**src/rtl/delay_chain_meas_ctrl.sv**
```systemverilog
// Launches edges into the inverter delay chain and timestamps their return,
// accumulating min/max/sum over 2**SAMPLES_LOG2 launches per run.
//
// state  | meaning
// IDLE   | waiting for start, results held
// SETTLE | return must sit at the idle level for SETTLE_CYC cycles
// LAUNCH | toggle chain_launch, clear the delay counter
// WAIT   | count cycles until the synchronized return matches the launch
// RECORD | fold the captured delay into min/max/sum/sample_cnt
// DONE   | one-cycle done pulse, then back to IDLE
module delay_chain_meas_ctrl #(
    parameter int CNT_W        = 16,
    parameter int SAMPLES_LOG2 = 3,
    parameter int TIMEOUT      = 1000,
    parameter int SETTLE_CYC   = 4,
    parameter bit INVERT       = 1'b0
) (
    input  logic                          clk,
    input  logic                          rst,
    input  logic                          start,
    input  logic                          abort,
    input  logic                          chain_return,
    output logic                          chain_launch,
    output logic                          busy,
    output logic                          done,
    output logic                          timeout_err,
    output logic [CNT_W-1:0]              delay_min,
    output logic [CNT_W-1:0]              delay_max,
    output logic [CNT_W+SAMPLES_LOG2-1:0] delay_sum,
    output logic [SAMPLES_LOG2:0]         sample_cnt
);

    localparam int NUM_SAMPLES = 2 ** SAMPLES_LOG2;
    localparam int STAB_W      = $clog2(SETTLE_CYC + 1);

    localparam logic [CNT_W-1:0]      TMR_LOAD    = CNT_W'(TIMEOUT - 1);
    localparam logic [STAB_W-1:0]     STAB_LAST   = STAB_W'(SETTLE_CYC - 1);
    localparam logic [SAMPLES_LOG2:0] LAST_SAMPLE = (SAMPLES_LOG2 + 1)'(NUM_SAMPLES - 1);

    typedef enum logic [2:0] {
        IDLE   = 3'd0,
        SETTLE = 3'd1,
        LAUNCH = 3'd2,
        WAIT   = 3'd3,
        RECORD = 3'd4,
        DONE   = 3'd5
    } stateType;

    stateType          state;
    stateType          stateNext;
    logic              syncMeta;
    logic              syncOut;
    logic              retOk;
    logic [CNT_W-1:0]  phaseTmr;
    logic [STAB_W-1:0] stabCnt;
    logic [CNT_W-1:0]  delayCnt;
    logic [CNT_W-1:0]  delayCap;
    logic              startAccept;
    logic              timeoutHit;

    assign retOk = (syncOut == (chain_launch ^ INVERT));
    assign busy  = (state == SETTLE) || (state == LAUNCH) || (state == WAIT) || (state == RECORD);
    assign done  = (state == DONE);

    always_comb begin
        stateNext   = state;
        startAccept = 1'b0;
        timeoutHit  = 1'b0;
        case (state)
            IDLE: begin
                if (start && !abort) begin
                    stateNext   = SETTLE;
                    startAccept = 1'b1;
                end
            end
            SETTLE: begin
                if (abort) begin
                    stateNext = IDLE;
                end else if (retOk && (stabCnt == STAB_LAST)) begin
                    stateNext = LAUNCH;
                end else if (phaseTmr == '0) begin
                    stateNext  = DONE;
                    timeoutHit = 1'b1;
                end
            end
            LAUNCH: begin
                stateNext = abort ? IDLE : WAIT;
            end
            WAIT: begin
                if (abort) begin
                    stateNext = IDLE;
                end else if (retOk) begin
                    stateNext = RECORD;
                end else if (phaseTmr == '0) begin
                    stateNext  = DONE;
                    timeoutHit = 1'b1;
                end
            end
            RECORD: begin
                if (abort) begin
                    stateNext = IDLE;
                end else if (sample_cnt == LAST_SAMPLE) begin
                    stateNext = DONE;
                end else begin
                    stateNext = SETTLE;
                end
            end
            DONE: begin
                stateNext = IDLE;
            end
            default: begin
                stateNext = IDLE;
            end
        endcase
    end

    always_ff @(posedge clk) begin
        if (rst) begin
            state        <= IDLE;
            syncMeta     <= 1'b0;
            syncOut      <= 1'b0;
            phaseTmr     <= '0;
            stabCnt      <= '0;
            delayCnt     <= '0;
            delayCap     <= '0;
            chain_launch <= 1'b0;
            timeout_err  <= 1'b0;
            delay_min    <= '1;
            delay_max    <= '0;
            delay_sum    <= '0;
            sample_cnt   <= '0;
        end else begin
            syncMeta <= chain_return;
            syncOut  <= syncMeta;
            state    <= stateNext;

            // One down-counter times whichever phase is active; reloaded on every state change.
            if (stateNext != state) begin
                phaseTmr <= TMR_LOAD;
                stabCnt  <= '0;
            end else begin
                if (phaseTmr != '0) begin
                    phaseTmr <= phaseTmr - 1'b1;
                end
                if (state == SETTLE) begin
                    stabCnt <= retOk ? stabCnt + 1'b1 : '0;
                end
            end

            if (state == LAUNCH || startAccept) begin
                delayCnt <= '0;
            end else if (state == WAIT) begin
                delayCnt <= delayCnt + 1'b1;
            end
            if (state == WAIT && retOk) begin
                delayCap <= delayCnt;
            end

            if (stateNext == IDLE || stateNext == DONE) begin
                chain_launch <= 1'b0;
            end else if (state == LAUNCH) begin
                chain_launch <= ~chain_launch;
            end

            if (startAccept) begin
                timeout_err <= 1'b0;
                delay_min   <= '1;
                delay_max   <= '0;
                delay_sum   <= '0;
                sample_cnt  <= '0;
            end
            if (timeoutHit) begin
                timeout_err <= 1'b1;
            end

            // An abort landing on RECORD discards the sample in flight.
            if (state == RECORD && !abort) begin
                if (delayCap < delay_min) begin
                    delay_min <= delayCap;
                end
                if (delayCap > delay_max) begin
                    delay_max <= delayCap;
                end
                delay_sum  <= delay_sum + {{SAMPLES_LOG2{1'b0}}, delayCap};
                sample_cnt <= sample_cnt + 1'b1;
            end
        end
    end

endmodule

```
**config.mk**
```make
export PLATFORM = sky130hd
export DESIGN_NAME = delay_chain_meas_ctrl
export DESIGN_NICKNAME = d
export VERILOG_FILES = /design/src/rtl/delay_chain_meas_ctrl.sv
export SDC_FILE = /design/constraint.sdc
export NUM_CORES = 1
export LEC_CHECK = 0
export ABC_AREA = 1
export CORE_MARGIN = 2
export CORE_UTILIZATION = 50
export DETAILED_ROUTE_END_ITERATION = 6
export PLACE_DENSITY = 0.75
export SYNTH_ARGS = -nofsm -noshare
export SYNTH_HDL_FRONTEND = slang
export SYNTH_SLANG_ARGS = --single-unit
```
**constraint.sdc**
```tcl
create_clock -name clk -period 2.15 [get_ports clk]
set_clock_uncertainty 0.1 [all_clocks]
set_input_delay 0.43 -clock clk [delete_from_list [all_inputs] [get_ports clk]]
set_output_delay 0.43 -clock clk [all_outputs]
set_load 0.1 [all_outputs]
```
==> results.json, run 1 <==
{
  "status": "finished clean",
  "grt_pass1_vias": 5965,
  "max_freq_mhz": 490,
  "nFillCells": 1181,
  "core_mm2": 0.0133,
  "firstDrtPassIters": 5,
  "htreeDepth": 4,
  "layout-drive-gt1-share_pct": 23.1,
  "vias": 6703,
  "async_reset_ff_share_pct": 0,
  "synthFlopType": "dfxtp_1",
  "synth_top_family_by_area": "simple AND/OR/NAND/NOR gates",
  "reg2reg_depth": 9,
  "die_w_um": 121,
  "finalInstanceArea_mm2": 0.00877,
  "ys_warn_count": 0,
  "synth_cell_type_count": 41,
  "path_clk_slew_ns": 0.06,
  "grt_first_pass_wirelength_um": 28900,
  "worstSetupPathType": "reg2reg",
  "drtAntennaViolNets": 0,
  "synth_top_area_share_pct": 33.1,
  "synthesis.nets": 1048,
  "detail_route.wl_per_cell_um": 13.9,
  "synth_compound_area_share_pct": 13.3,
  "post-route-util_pct": 66.0,
  "cts_root_buf": "clkbuf_16",
  "area_growth_pct": 28.5,
  "overflow": 0,
  "die_h_um": 121,
  "syn_area_mm2": 0.00683,
  "relSlewSlack_pct": 74.6,
  "cp.required_ns": 2.35,
  "synth_mux_area_share_pct": 0,
  "setup_violations": 0,
  "clk_latency_ns": 0.42,
  "hpwl_um": 12800,
  "path_max_fanout": 15,
  "post-place-ws_ns": -0.164,
  "cp-start-kind": "flip-flop",
  "clock_path_buffers": 2,
  "setup_slack_ns": 0.109,
  "p_leak_nw": 4.27,
  "yosys.cell_count.top_type": "nand2_1",
  "rsz0062_at_grt": "yes",
  "synthAdderAreaFrac_pct": 10.0,
  "clkSinkCount": 113,
  "nets": 1160,
  "port_buffers": 63,
  "yosys-top-cells-area": "dfxtp_1 33%, nand2_1 12%, ha_1 9.7%",
  "drcViolationCount": 0,
  "num_io_pins": 64,
  "peakVddDrop_mv": 0.673,
  "timing.hold.ws_ns": 0.303,
  "antenna_found_initial": 0,
  "grt_use_total_pct": 25.0,
  "hold_class": "reg2reg",
  "die_area_mm2": 0.0146,
  "gp_congestion": 0.883,
  "n_antenna_cell": 0,
  "power_mw": 5.69,
  "wl_um": 17900,
  "postPlaceCellArea_mm2": 0.00804,
  "fin_crit_ns": 2.04,
  "rows": 42,
  "holdBufCountCts": 0,
  "grt_max_degree": 51,
  "cts_buffers": 17,
  "instances_no_fill": 1290,
  "via_per_inst": 5.20,
  "synth_simple_gate_area_share_pct": 32.7,
  "synth-edff-count": 0,
  "synth-xor-area-share_pct": 1.67,
  "end_kind": "flip-flop",
  "worst_pin_slew_ns": 0.377,
  "cp.arrival_ns": 2.25,
  "syn_area_per_cell_um2": 6.90,
  "syn_inst": 989,
  "min_path_cells": 2,
  "ys_seq_area_share_pct": 33.1,
  "synthTopCellsByCount": "223 x nand2_1, 121 x inv_1, 113 x dfxtp_1, 99 x a21oi_1, 98 x nor2_1",
  "yosys.area.top_type": "dfxtp_1",
  "final_max_slew_viol_count": 0,
  "drt-initial-drc-count": 456,
  "synth.ff_latch_count": 113,
  "p_per_area_mw_per_mm2": 649,
  "start_util_pct": 51.3,
  "cts_tree": "done",
  "period_share_pct": 94.9,
  "hold_violations": 0,
  "place_inst": 1251,
  "drv_cap": 0,
  "fin_tns_setup_ns": 0
}
==> registers in the layout, summed over array words and instances, names as in the netlist, 3 cells and up <==
signal	flops
delay_sum	19
delayCap	16
delayCnt	16
delay_max	16
delay_min	16
phaseTmr	16
sample_cnt	4
stabCnt	3
state	3
==> timing repair <==
| item | CTS | global route |
|---|---|---|
| buffers inserted | 0 | 5 |
| gates cloned | 0 | 2 |
| pin swaps | 0 | 1 |
| endpoints found under the setup margin | 3 | 24 |
| resized for setup | 2 | 17 |
==> per-layer routing <==
| metal | track usage, % | up-vias | share of wire (%) | wire length [µm] |
|---|---|---|---|---|
| met4 | 9.45 | 0 | 2.3 | 406 |
| met2 | 39.8 | 193 | 46 | 8190 |
| met1 | 33.4 | 3008 | 47 | 8430 |
| met5 | 0 | - | 0 | 0 |
| met3 | 4.67 | 37 | 5.0 | 888 |
| li1 | - | 3465 | - | - |
==> cell type report <==
cell class	instances	area, µm²	share of cell area, %
Clock buffer	18	439	5.01
Clock inverter	14	163	1.85
Inverter	131	495	5.65
Multi-Input combinational cell	717	3980	45.3
Sequential cell	113	2380	27.2
Tap cell	176	220	2.51
Timing Repair Buffer	121	1090	12.5
==> placed cells by master, fill, tap and decap left out, drive strengths merged, types with 3 or more instances in the layout <==
master	instances
clkbuf	20
nand3	86
a21o	3
o21ai	48
nand3b	16
o21bai	6
xor2	12
bufinv	3
clkdlybuf4s50	4
buf	115
a21boi	3
inv	129
a21oi	99
nand2	227
dfxtp	113
nor2	117
ha	53
or2	6
nor3	11
clkinv	12
nor4	4
nand4	14
o21a	5
==> cell families after synthesis <==
group | Yosys count
simple gates | 481
compound gates | 169
buf+inv | 159
flops | 113
fa+ha+maj | 54
xor+xnor | 13
==> report_power, final <==
part	internal [mW]	leakage [nW]	switching, mW
Clock	1.84	0.304	1.02
Sequential	2.12	0.934	0.0548
Combinational	0.249	3.03	0.399
Total	4.22	4.27	1.48
==> worst max-delay path, cell delays in order, from the launching register on <==
cell and delay [ns]:
dfxtp_1 0.48, ha_1 0.31, a21oi_1 0.17, o21a_1 0.12, nor2_1 0.04, nor2_1 0.19
nand2_4 0.13, clkbuf_16 0.19, a21oi_1 0.13, nor2_1 0.06
==> worst paths after layout <==
check,endpoint,slack [ns],start
setup / recovery,delay_max[3]$_SDFF_PP0_,0.11,delayCap[9]$_SDFFE_PP0P_
hold / removal,syncOut$_SDFF_PP0_,0.30,syncMeta$_SDFF_PP0_
setup reg to reg,delay_max[3]$_SDFF_PP0_,0.11,delayCap[9]$_SDFFE_PP0P_
hold reg to reg,syncOut$_SDFF_PP0_,0.30,syncMeta$_SDFF_PP0_
No activity file was read; power rests on OpenSTA's default activity.
==> run 2, diff against run 1 <==
--- a/config.mk
+++ b/config.mk
@@ -9,6 +9,7 @@
 export CORE_MARGIN = 2
 export CORE_UTILIZATION = 50
 export DETAILED_ROUTE_END_ITERATION = 6
+export MAX_ROUTING_LAYER = met4
 export PLACE_DENSITY = 0.75
 export SYNTH_ARGS = -nofsm -noshare
 export SYNTH_HDL_FRONTEND = slang
==> results.json, run 2 (synthesis gave the netlist of run 1 again) <==
{
  "clk_latency_ns": 0.42,
  "status": "finished clean",
  "detail_route.wl_per_cell_um": 13.8,
  "vias": 6814,
  "p_per_area_mw_per_mm2": 644,
  "max_freq_mhz": 488,
  "wl_um": 17800,
  "layout.cells.most_common": "nand2_1",
  "drt-initial-drc-count": 436,
  "antenna_found_initial": 0,
  "peakVddDrop_mv": 0.410,
  "die_area_mm2": 0.0146,
  "firstDrtPassIters": 5,
  "nets": 1164,
  "p_int_mw": 4.22,
  "gp_congestion": 0.896,
  "drv_cap": 0,
  "path_cells": "inv_1 > ha_1 > nand2_1 > inv_1 > nand3_1 > or2_2 > a21o_1 > nand2_4 > clkbuf_16 > nand3b_1 > nand2_1 > nor2_1",
  "cp-start-kind": "flip-flop",
  "overflow": 0,
  "grt_first_pass_wirelength_um": 29000,
  "cts_root_buf": "clkbuf_16",
  "cts_buffers": 17,
  "end_kind": "flip-flop",
  "p_switching_mw": 1.44,
  "worst_pin_slew_ns": 0.384,
  "cp.required_ns": 2.36,
  "holdBufCountCts": 0,
  "r2r_slack_ns": 0.10,
  "period_share_pct": 95.3,
  "n_antenna_cell": 0,
  "fin_tns_setup_ns": 0,
  "combPwrFrac_pct": 11.4,
  "post-place-ws_ns": -0.108,
  "layout_common_cells": "221 x nand2_1, 120 x inv_1, 109 x buf_4",
  "timing.hold.ws_ns": 0.302,
  "power_frac_clock_pct": 50.1,
  "area_growth_pct": 28.6,
  "layout-drive-gt1-share_pct": 23.1,
  "fin_crit_ns": 2.05,
  "top_register": "delay_sum",
  "final_max_slew_viol_count": 0,
  "clock_path_buffers": 2,
  "slowest_delay_ns": 0.33,
  "setup_slack_ns": 0.101,
  "die_h_um": 121,
  "path_clk_slew_ns": 0.06,
  "core_mm2": 0.0133,
  "num_io_pins": 64,
  "largest_register_ffs": 19,
  "rows": 42,
  "p_leak_nw": 4.28,
  "hold_violations": 0,
  "drcViolationCount": 0,
  "grt_pass1_vias": 6208,
  "start_util_pct": 51.3,
  "relSlewSlack_pct": 74.1,
  "grt_use_total_pct": 25.8,
  "port_buffers": 63,
  "path_max_fanout": 7,
  "cts_tree": "done",
  "hpwl_um": 13100,
  "hold_class": "reg2reg",
  "drtAntennaViolNets": 0,
  "switching_share_pct": 25.4,
  "power_frac_seq_pct": 38.5,
  "cp.arrival_ns": 2.26,
  "clkSinkCount": 113,
  "grt_max_degree": 52,
  "setup_violations": 0,
  "via_per_inst": 5.27,
  "slowest_stage": "dfxtp_4",
  "htreeDepth": 4,
  "die_w_um": 121,
  "worstSetupPathType": "reg2reg"
}
## run 2: metrics by stage
stage / power, mW / util [%] / cell area [µm²] / std cells
after floorplan: 2.67 / - / 6960 / 989
after global placement: 2.85 / 60.6 / 8060 / 1257
after detailed placement: 2.85 / 60.6 / 8060 / 1257
after CTS: 5.68 / 65.2 / 8670 / 1289
after global routing: 5.85 / 66.0 / 8780 / 1294
final: 5.66 / 66.0 / 8780 / 1294
## run 2: metal layers
| layer | part of all wire, % | vias up | global-route usage, % |
|---|---|---|---|
| met5 | 0 | - | - |
| met4 | 2.1 | 0 | 9.81 |
| li1 | - | 3467 | - |
| met2 | 46 | 195 | 39.7 |
| met1 | 47 | 3120 | 33.5 |
| met3 | 5.2 | 32 | 4.81 |
## run 2: final timing paths
| check | from | end | cells past startpoint |
|---|---|---|---|
| max reg2reg | delay_max[15]$_SDFF_PP0_ | delay_max[6]$_SDFF_PP0_ | 12 |
| min | syncMeta$_SDFF_PP0_ | syncOut$_SDFF_PP0_ | 2 |
| max | delay_max[15]$_SDFF_PP0_ | delay_max[6]$_SDFF_PP0_ | 12 |
| min reg2reg | syncMeta$_SDFF_PP0_ | syncOut$_SDFF_PP0_ | 2 |
## run 2: power groups by stage
| stage | clock, mW | combinational [mW] | sequential [mW] |
|---|---|---|---|
| 5_1_grt | 2.95 | 0.717 | 2.18 |
| 4_1_cts | 2.86 | 0.642 | 2.18 |
| 3_3_place_gp | 0 | 0.627 | 2.22 |
| 6_report | 2.83 | 0.644 | 2.18 |
| 3_5_place_dp | 0 | 0.635 | 2.22 |
| 2_1_floorplan | 0 | 0.461 | 2.21 |
## run 2: final cells by class
class	instances	area, µm²
multi-input combinational	717	3980
sequential	113	2380
timing repair buffer	125	1100
clock buffer	24	536
inverter	131	495
clock inverter	8	70.1
tap	176	220
fill	1190	4520
## run 2: critical path, delay by kind of cell (launching register included)
kind            cells  cell delay [ns]
fa+ha+maj           1             0.30
buf+inv             3             0.28
simple gates        7             0.73
flops               1             0.33
compound gates      1             0.19
## run 2: timing repair
action | CTS | global route
setup buffers | 0 | 3
gates resized for setup | 0 | 17
endpoints found under the hold margin | 0 | 0
setup endpoints to repair | 0 | 45
